$ cat src/rtl/karplus_i2s_tx.sv
// karplus_i2s_tx: FIFO-buffered I2S transmitter that duplicates each mono synth sample onto both channels.
// Define KS_I2S_HOLD_LAST_EN to repeat the last popped sample on underrun instead of sending silence.
module karplus_i2s_tx #(
  parameter int CLK_DIV  = 4,
  parameter int FIFO_AW  = 3,
  parameter int SAMPLE_W = 16
) (
  input  logic                clk,
  input  logic                reset,
  input  logic [SAMPLE_W-1:0] sample_in,
  input  logic                sample_valid,
  output logic                sample_ready,
  input  logic                tx_en,
  input  logic                underrun_clr,
  output logic                i2s_bclk,
  output logic                i2s_lrclk,
  output logic                i2s_dacdat,
  output logic [FIFO_AW:0]    fifo_level,
  output logic                underrun
);

  localparam int DEPTH   = 2 ** FIFO_AW;
  localparam int FRAME_W = 2 * SAMPLE_W;
  localparam int SLOT_W  = $clog2(FRAME_W);
  localparam int DIV_W   = (CLK_DIV > 1) ? $clog2(CLK_DIV) : 1;

  localparam logic [SLOT_W-1:0]  LAST_SLOT  = SLOT_W'(FRAME_W - 1);
  localparam logic [SLOT_W-1:0]  RIGHT_SLOT = SLOT_W'(SAMPLE_W);
  localparam logic [DIV_W-1:0]   DIV_TC     = DIV_W'(CLK_DIV - 1);
  localparam logic [FIFO_AW:0]   FULL_LEVEL = (FIFO_AW + 1)'(DEPTH);

  logic [SAMPLE_W-1:0] mem_q [DEPTH];
  logic [FIFO_AW-1:0]  wr_ptr_q, wr_ptr_d, rd_ptr_q, rd_ptr_d;
  logic [FIFO_AW:0]    level_q, level_d;
  logic [DIV_W-1:0]    div_q, div_d;
  logic [SLOT_W-1:0]   slot_q, slot_d;
  logic [FRAME_W-1:0]  shift_q, shift_d;
  logic                bclk_q, bclk_d, lrclk_q, lrclk_d;
  logic                dacdat_q, dacdat_d, underrun_q, underrun_d;
  logic                push, pop, div_tc, fall_evt, frame_start, fifo_empty;
  logic [SAMPLE_W-1:0] load_word;

  assign sample_ready = (level_q != FULL_LEVEL);

  always_comb begin
    fifo_empty  = (level_q == '0);
    push        = sample_valid && sample_ready;
    div_tc      = tx_en && (div_q == DIV_TC);
    fall_evt    = div_tc && bclk_q;
    frame_start = fall_evt && (slot_q == LAST_SLOT);
    pop         = frame_start && !fifo_empty;
  end

`ifdef KS_I2S_HOLD_LAST_EN
  logic [SAMPLE_W-1:0] last_q, last_d;

  always_comb begin
    last_d    = pop ? mem_q[rd_ptr_q] : last_q;
    load_word = last_d;
  end
`else
  assign load_word = pop ? mem_q[rd_ptr_q] : '0;
`endif

  always_comb begin
    wr_ptr_d   = push ? wr_ptr_q + 1'b1 : wr_ptr_q;
    rd_ptr_d   = pop ? rd_ptr_q + 1'b1 : rd_ptr_q;
    level_d    = level_q;
    div_d      = div_q;
    slot_d     = slot_q;
    shift_d    = shift_q;
    bclk_d     = bclk_q;
    lrclk_d    = lrclk_q;
    dacdat_d   = dacdat_q;
    underrun_d = underrun_q;

    case ({push, pop})
      2'b10:   level_d = level_q + 1'b1;
      2'b01:   level_d = level_q - 1'b1;
      default: level_d = level_q;
    endcase

    // Set wins over a same-cycle clear so an underrun is never lost.
    if (frame_start && fifo_empty) underrun_d = 1'b1;
    else if (underrun_clr)         underrun_d = 1'b0;

    if (!tx_en) begin
      div_d    = '0;
      slot_d   = LAST_SLOT;
      shift_d  = '0;
      bclk_d   = 1'b0;
      lrclk_d  = 1'b0;
      dacdat_d = 1'b0;
    end else begin
      div_d = div_tc ? '0 : div_q + 1'b1;
      if (div_tc) bclk_d = ~bclk_q;
      if (fall_evt) begin
        // NOTE: blocking assignments inside always_comb let slot_d be reused below in the same pass.
        slot_d   = (slot_q == LAST_SLOT) ? '0 : slot_q + 1'b1;
        lrclk_d  = (slot_d >= RIGHT_SLOT);
        // The MSB leaving here lags LRCLK by one slot, which yields the I2S one-bit delay.
        dacdat_d = shift_q[FRAME_W-1];
        shift_d  = frame_start ? {load_word, load_word} : {shift_q[FRAME_W-2:0], 1'b0};
      end
    end
  end

  // NOTE: sequential state uses non-blocking assignments; the async reset restores every control flop.
  always_ff @(posedge clk or posedge reset) begin
    if (reset) begin
      wr_ptr_q   <= '0;
      rd_ptr_q   <= '0;
      level_q    <= '0;
      div_q      <= '0;
      slot_q     <= LAST_SLOT;
      shift_q    <= '0;
      bclk_q     <= 1'b0;
      lrclk_q    <= 1'b0;
      dacdat_q   <= 1'b0;
      underrun_q <= 1'b0;
`ifdef KS_I2S_HOLD_LAST_EN
      last_q     <= '0;
`endif
    end else begin
      wr_ptr_q   <= wr_ptr_d;
      rd_ptr_q   <= rd_ptr_d;
      level_q    <= level_d;
      div_q      <= div_d;
      slot_q     <= slot_d;
      shift_q    <= shift_d;
      bclk_q     <= bclk_d;
      lrclk_q    <= lrclk_d;
      dacdat_q   <= dacdat_d;
      underrun_q <= underrun_d;
`ifdef KS_I2S_HOLD_LAST_EN
      last_q     <= last_d;
`endif
    end
  end

  // NOTE: FIFO storage is deliberately not reset; clearing the pointers and level discards its contents.
  always_ff @(posedge clk) begin
    if (push) mem_q[wr_ptr_q] <= sample_in;
  end

  assign i2s_bclk   = bclk_q;
  assign i2s_lrclk  = lrclk_q;
  assign i2s_dacdat = dacdat_q;
  assign fifo_level = level_q;
  assign underrun   = underrun_q;

endmodule

$ cat config.mk
export PLATFORM = sky130hd
export DESIGN_NAME = karplus_i2s_tx
export DESIGN_NICKNAME = d
export VERILOG_FILES = /design/src/rtl/karplus_i2s_tx.sv
export SDC_FILE = /design/constraint.sdc
export NUM_CORES = 1
export LEC_CHECK = 0
export CELL_PAD_IN_SITES_DETAIL_PLACEMENT = 1
export CELL_PAD_IN_SITES_GLOBAL_PLACEMENT = 1
export CORE_UTILIZATION = 50
export DETAILED_ROUTE_END_ITERATION = 7
export DONT_BUFFER_PORTS = 1
export PLACE_DENSITY = 0.81
export SLEW_MARGIN = 20
export SYNTH_ARGS = -nofsm -noshare
export SYNTH_HDL_FRONTEND = slang
export SYNTH_SLANG_ARGS = --single-unit
$ cat constraint.sdc
create_clock -name clk -period 4.8 [get_ports clk]
set_input_delay 0.96 -clock clk [delete_from_list [all_inputs] [get_ports clk]]
set_output_delay 0.96 -clock clk [all_outputs]
set_load 0.1 [all_outputs]
==> results.json, run 1 <==
{
  "p_sw_share_pct": 29.3,
  "hold_class": "reg2reg",
  "cts_htree_levels": 4,
  "syn_area_um2": 7250,
  "cts_max_path_buffers": 2,
  "vdd_ir_drop_max_mv": 0.280,
  "post_cts_buffers": 0,
  "status": "completed",
  "via_per_inst": 6.00,
  "track_usage_pct": 22.1,
  "io_pins": 30,
  "n_fill_cell": 1294,
  "vias": 3958,
  "pwr-share-seq_pct": 51.0,
  "syn_inst": 456,
  "min_period_over_period_pct": 73.9,
  "insertion_delay_ns": 0.43,
  "row_count": 43,
  "rsz0062_at_grt": "no",
  "ant_nets": 0,
  "cp-start-kind": "register",
  "syn_to_final_growth_pct": 11.1,
  "antenna_cells": 0,
  "hpwl_um": 9160,
  "drt_pass1_iterations": 7,
  "die_h_um": 122,
  "post_cts_resized": 0,
  "crit_type": "reg2reg",
  "dp_slack_ns": 1.27,
  "core-area_um2": 14000,
  "finClkSkew_ns": 0.00790,
  "pwr-share-clk_pct": 34.7,
  "clockRootBuffer": "clkbuf_16",
  "clkTransAtPathRegs_ns": 0.07,
  "syn_nets": 485,
  "p_int_w": 0.00274,
  "die_x_um": 122,
  "min_period_ns": 3.55,
  "ys_types": 40,
  "finalMaxSlewViolations": 0,
  "worstPathRequired_ns": 5.11,
  "antenna_found_initial": 0,
  "grt_remaining_overflow": 0,
  "cp_max_fo": 5,
  "comb_power_share_pct": 14.3,
  "cap_viol_max_count": 0,
  "setup_slack_ns": 1.25,
  "setup_tns_ns": 0,
  "wl_per_cell_um": 22.6,
  "yosys_warnings": 0,
  "syn_avg_cell_area_um2": 15.9,
  "cts_buffers": 17,
  "hold_viol": 0,
  "power.leakage_nw": 2.92,
  "cts.sinks": 181,
  "ys_seq_elements": 181,
  "tritoncts": "yes",
  "tightestPinTransition_ns": 0.960,
  "wl_um": 14900,
  "max_freq_mhz": 282,
  "relSlewSlack_pct": 36.0,
  "initial_core_util_pct": 51.8,
  "finalSetupViolCount": 0,
  "powerDensity_nw_per_um2": 481,
  "gp_congestion": 0.737,
  "dieArea_um2": 15000,
  "grt_pass1_wl_um": 23500,
  "grt_pass1_vias": 4265,
  "worstPathArrival_ns": 3.85,
  "grt_max_degree": 54,
  "dr.first_iter.drc_count": 270,
  "drc": 0,
  "io_buffers": 0,
  "drive_gt1_share_pct": 17.1,
  "cts_hold_buf": 0,
  "end_kind": "register",
  "nNetsFinal": 496,
  "yosysSeqAreaShare_pct": 71.4,
  "p_sw_w": 0.00114
}
==> per-layer routing <==
metal | global-route usage [%] | wire (um) | vias to the layer above | share of wire, %
li1 | - | - | 1780 | -
met4 | 9.07 | 244 | 0 | 1.6
met2 | 36.4 | 7650 | 92 | 51
met5 | 0 | 0 | - | 0
met3 | 5.62 | 609 | 17 | 4.1
met1 | 27.8 | 6410 | 2069 | 43
==> stage by stage <==
step                      hold WS (ns)  util [%]  cells  cell area, um2  total power [W]
final                            0.434      57.6    660            8060          0.00387
after floorplan                  0.409         -    456            7250          0.00240
after global placement           0.422      53.5    628            7480          0.00253
after CTS                        0.441      57.6    660            8060          0.00391
after detailed placement         0.430      53.5    628            7480          0.00257
after global routing             0.464      57.6    660            8060          0.00401
==> critical path, cell delays in order (launching register included) <==
cell and delay [ns]:
dfrtp_1 0.98, or4b_2 1.00, nand2_1 0.30, ha_1 0.30, xor2_1 0.10, ha_1 0.19, a21oi_1 0.15, xor2_1 0.17
nor2_1 0.07, xor2_1 0.15
==> cells in the mapped netlist (all sizes together) <==
cell	count	area (um2)
edfxtp	128	3840
dfrtp	48	1200
nand2	39	146
mux2i	38	380
a22oi	34	255
buf	17	98.8
nor2	16	60.1
nand3	15	87.6
mux2	12	135
a221o	10	100
ha	8	100
mux4	8	180
nor3b	8	60.1
nand2b	7	43.8
nor3	7	35.0
o22ai	7	43.8
a311o	6	60.1
clkbuf	6	22.5
xnor2	6	52.6
and3	5	31.3
dfstp	5	131
nor2b	4	25.0
xor2	4	35.0
and2	3	18.8
inv	3	13.8
o21ai	3	15.0
a21bo	1	10.0
a21oi	1	5.00
a31oi	1	6.26
a32oi	1	8.76
a41oi	1	8.76
and3b	1	8.76
or2	1	6.26
or4	1	11.3
or4b	1	10.0
==> area by class of cell <==
type                       instances  area, um2  share of cell area [%]
timing repair buffer              15        113                    1.40
inverter                           3       13.8                   0.171
sequential                       181       5180                    64.3
clock buffer                      17        425                    5.28
tap                              180        225                    2.80
multi-input combinational        249       1950                    24.2
clock inverter                    15        153                    1.89
==> layout by cell type (no fill, tap or decap), types with 7 or more instances in the layout <==
| master | instances |
|---|---|
| buf_4 | 15 |
| edfxtp_1 | 128 |
| nand3_1 | 14 |
| mux2_2 | 12 |
| mux2i_1 | 38 |
| nand2b_1 | 7 |
| a221o_1 | 10 |
| a22oi_1 | 34 |
| o22ai_1 | 7 |
| nor2_1 | 16 |
| clkbuf_16 | 17 |
| ha_1 | 8 |
| nand2_1 | 39 |
| dfrtp_1 | 47 |
| nor3b_1 | 8 |
| mux4_2 | 8 |
==> final timing paths <==
path / from / slack, ns / end / cells after the start
setup / recovery: fifo_level[3] / 1.25 / fifo_level[2] / 9
hold / removal: div_q[0] / 0.43 / div_q[0] / 1
setup reg to reg: fifo_level[3] / 1.25 / fifo_level[2] / 9
hold reg to reg: div_q[0] / 0.43 / div_q[0] / 1
max in group asynchronous: reset / 3.73 / rd_ptr_q[1] / 2
min in group asynchronous: reset / 0.59 / i2s_dacdat / 2
==> power by group through the flow <==
stage          sequential [W]  combinational (W)  clock, W
2_1_floorplan         0.00210           0.000300         0
3_3_place_gp          0.00199           0.000537         0
3_5_place_dp          0.00201           0.000561         0
4_1_cts               0.00197           0.000565   0.00137
5_1_grt               0.00199           0.000602   0.00142
6_report              0.00197           0.000554   0.00135
==> flip-flops by register name, summed over array words and instances (netlist names) <==
signal      cells
div_q           2
fifo_level      4
i2s_bclk        1
i2s_dacdat      1
i2s_lrclk       1
mem_q         128
rd_ptr_q        3
shift_q        32
slot_q          5
underrun        1
wr_ptr_q        3
==> cell families (layout without fill, tap and decap cells) <==
| group | Yosys count | after routing | share of synthesized area [%] |
|---|---|---|---|
| flops | 181 | 181 | 71.4 |
| simple gates | 108 | 108 | 7.51 |
| mux | 58 | 58 | 9.59 |
| buf+inv | 26 | 50 | 1.86 |
| fa+ha+maj | 8 | 8 | 1.38 |
| compound gates | 65 | 65 | 7.07 |
| xor+xnor | 10 | 10 | 1.21 |
Power figures use the tool's default switching activity.
==> run 2, diff against run 1 <==
Clock period 4.8 ns to 3.68 ns, I/O delays scaled along.
==> results.json, run 2 (synthesis results as in run 1) <==
{
  "finalSetupViolCount": 0,
  "whs_ns": 0.334,
  "path_depth": 12,
  "setup_tns_ns": 0,
  "track_usage_pct": 23.1,
  "die_x_um": 122,
  "vdd_ir_drop_max_mv": 0.440,
  "ant_nets": 0,
  "dieArea_um2": 15000,
  "worstPathCellList": "ha_1, and3_1, ha_1, nand3_4, inv_4, ha_1, xor2_1, ha_1, a21oi_1, xor2_1, nor2_1, xor2_1",
  "antenna_found_initial": 0,
  "r2r_slack_ns": 0.64,
  "cap_viol_max_count": 0,
  "worstPathArrival_ns": 3.34,
  "io_pins": 30,
  "drive_gt1_share_pct": 17.4,
  "slowest_stage": "dfstp_2",
  "post_cts_resized": 0,
  "area.sequential_um2": 5180,
  "largestRegisters": "mem_q x128, shift_q x32, slot_q x5",
  "grt_max_degree": 38,
  "die_h_um": 122,
  "cp_common_cell": "ha_1",
  "cts_htree_levels": 4,
  "cts.sinks": 181,
  "hold_viol": 0,
  "post_cts_buffers": 0,
  "clockRootBuffer": "clkbuf_16",
  "hpwl_um": 9880,
  "rsz0062_at_grt": "no",
  "power.leakage_nw": 2.95,
  "cp-startpoint": "slot_q[0]",
  "grt_pass1_vias": 4351,
  "core-area_um2": 14000,
  "slowest_delay_ns": 0.56,
  "antenna_cells": 0,
  "min_period_over_period_pct": 82.5,
  "final_cell_mix": "edfxtp_1 (128), dfrtp_1 (47), nand2_1 (39)",
  "r2r_end": "fifo_level[2]",
  "insertion_delay_ns": 0.43,
  "largest-register": "mem_q",
  "reg2reg_from": "slot_q[0]",
  "clkTransAtPathRegs_ns": 0.06,
  "grt_pass1_wl_um": 24600,
  "wl_um": 15700,
  "cpLargestDelayFamily": "adder cells",
  "finClkSkew_ns": 0.00924,
  "finalMaxSlewViolations": 0,
  "wl_per_cell_um": 23.6,
  "end_kind": "register",
  "worst-r2r-cell-count": 12,
  "io_buffers": 0,
  "powerDensity_nw_per_um2": 647,
  "dr.first_iter.drc_count": 255,
  "nNetsFinal": 500,
  "status": "completed",
  "grt_remaining_overflow": 0,
  "tightestPinTransition_ns": 0.999,
  "hold_class": "in2async",
  "cts_buffers": 17,
  "gp_congestion": 0.754,
  "largest_register_ff_count": 128,
  "via_per_inst": 6.01,
  "cts_max_path_buffers": 2,
  "cp_num_buf_inv": 1,
  "syn_to_final_growth_pct": 12.4,
  "n_fill_cell": 1274,
  "tritoncts": "yes",
  "drt_pass1_iterations": 5,
  "mostFrequentLayoutCell": "edfxtp_1",
  "max_freq_mhz": 329,
  "cts_hold_buf": 0,
  "multiInputGateArea_um2": 1950,
  "initial_core_util_pct": 51.8,
  "cp_max_fo": 15,
  "cp-start-kind": "register",
  "worstPathRequired_ns": 3.98,
  "min_period_ns": 3.04,
  "row_count": 43,
  "relSlewSlack_pct": 33.4,
  "vias": 3993,
  "drc": 0,
  "crit_type": "reg2reg"
}
[run 2: final cells by class]
cell class                 count  share of cell area (%)
inverter                       3                   0.169
clock buffer                  19                    5.31
tap                          180                    2.76
clock inverter                13                    2.53
sequential                   181                    63.5
multi-input combinational    249                    23.9
timing repair buffer          19                    1.75
[run 2: worst max path at each step]
stage	to	slack, ns
2_1_floorplan	mem_q[1][0]	0.19
4_1_cts	fifo_level[2]	0.62
3_5_place_dp	fifo_level[2]	0.66
3_3_place_gp	fifo_level[2]	0.85
5_1_grt	fifo_level[2]	0.40
6_report	fifo_level[2]	0.64
[run 2: where the power goes]
group          switching, W  internal (W)
sequential         0.000113       0.00244
clock              0.000742       0.00120
combinational      0.000536      0.000232
total               0.00139       0.00388
[run 2: stage by stage]
stage	total power (W)	area [um2]	worst slack [ns]	util, %	cells
6_report	0.00527	8150	0.644	58.3	664
5_1_grt	0.00545	8150	0.402	58.3	664
4_1_cts	0.00531	8150	0.617	58.3	664
3_5_place_dp	0.00337	7510	0.661	53.7	632
3_3_place_gp	0.00332	7510	0.849	53.7	632
2_1_floorplan	0.00313	7260	0.193	-	456
[run 2: layer usage]
layer | vias to the layer above | part of all wire [%] | GRT usage, % | routed length (um)
li1 | 1792 | - | - | -
met1 | 2096 | 43 | 29.5 | 6700
met2 | 87 | 52 | 39.3 | 8170
met3 | 18 | 3.9 | 5.76 | 604
met4 | 0 | 1.2 | 6.17 | 191
met5 | - | 0 | 0 | 0
[run 2: worst reg2reg max path: stages, from the launching register on]
cell and delay (ns):
dfstp_2 0.56, ha_1 0.17, and3_1 0.16, ha_1 0.40
nand3_4 0.23, inv_4 0.22, ha_1 0.30, xor2_1 0.11
ha_1 0.21, a21oi_1 0.17, xor2_1 0.17, nor2_1 0.07
xor2_1 0.15
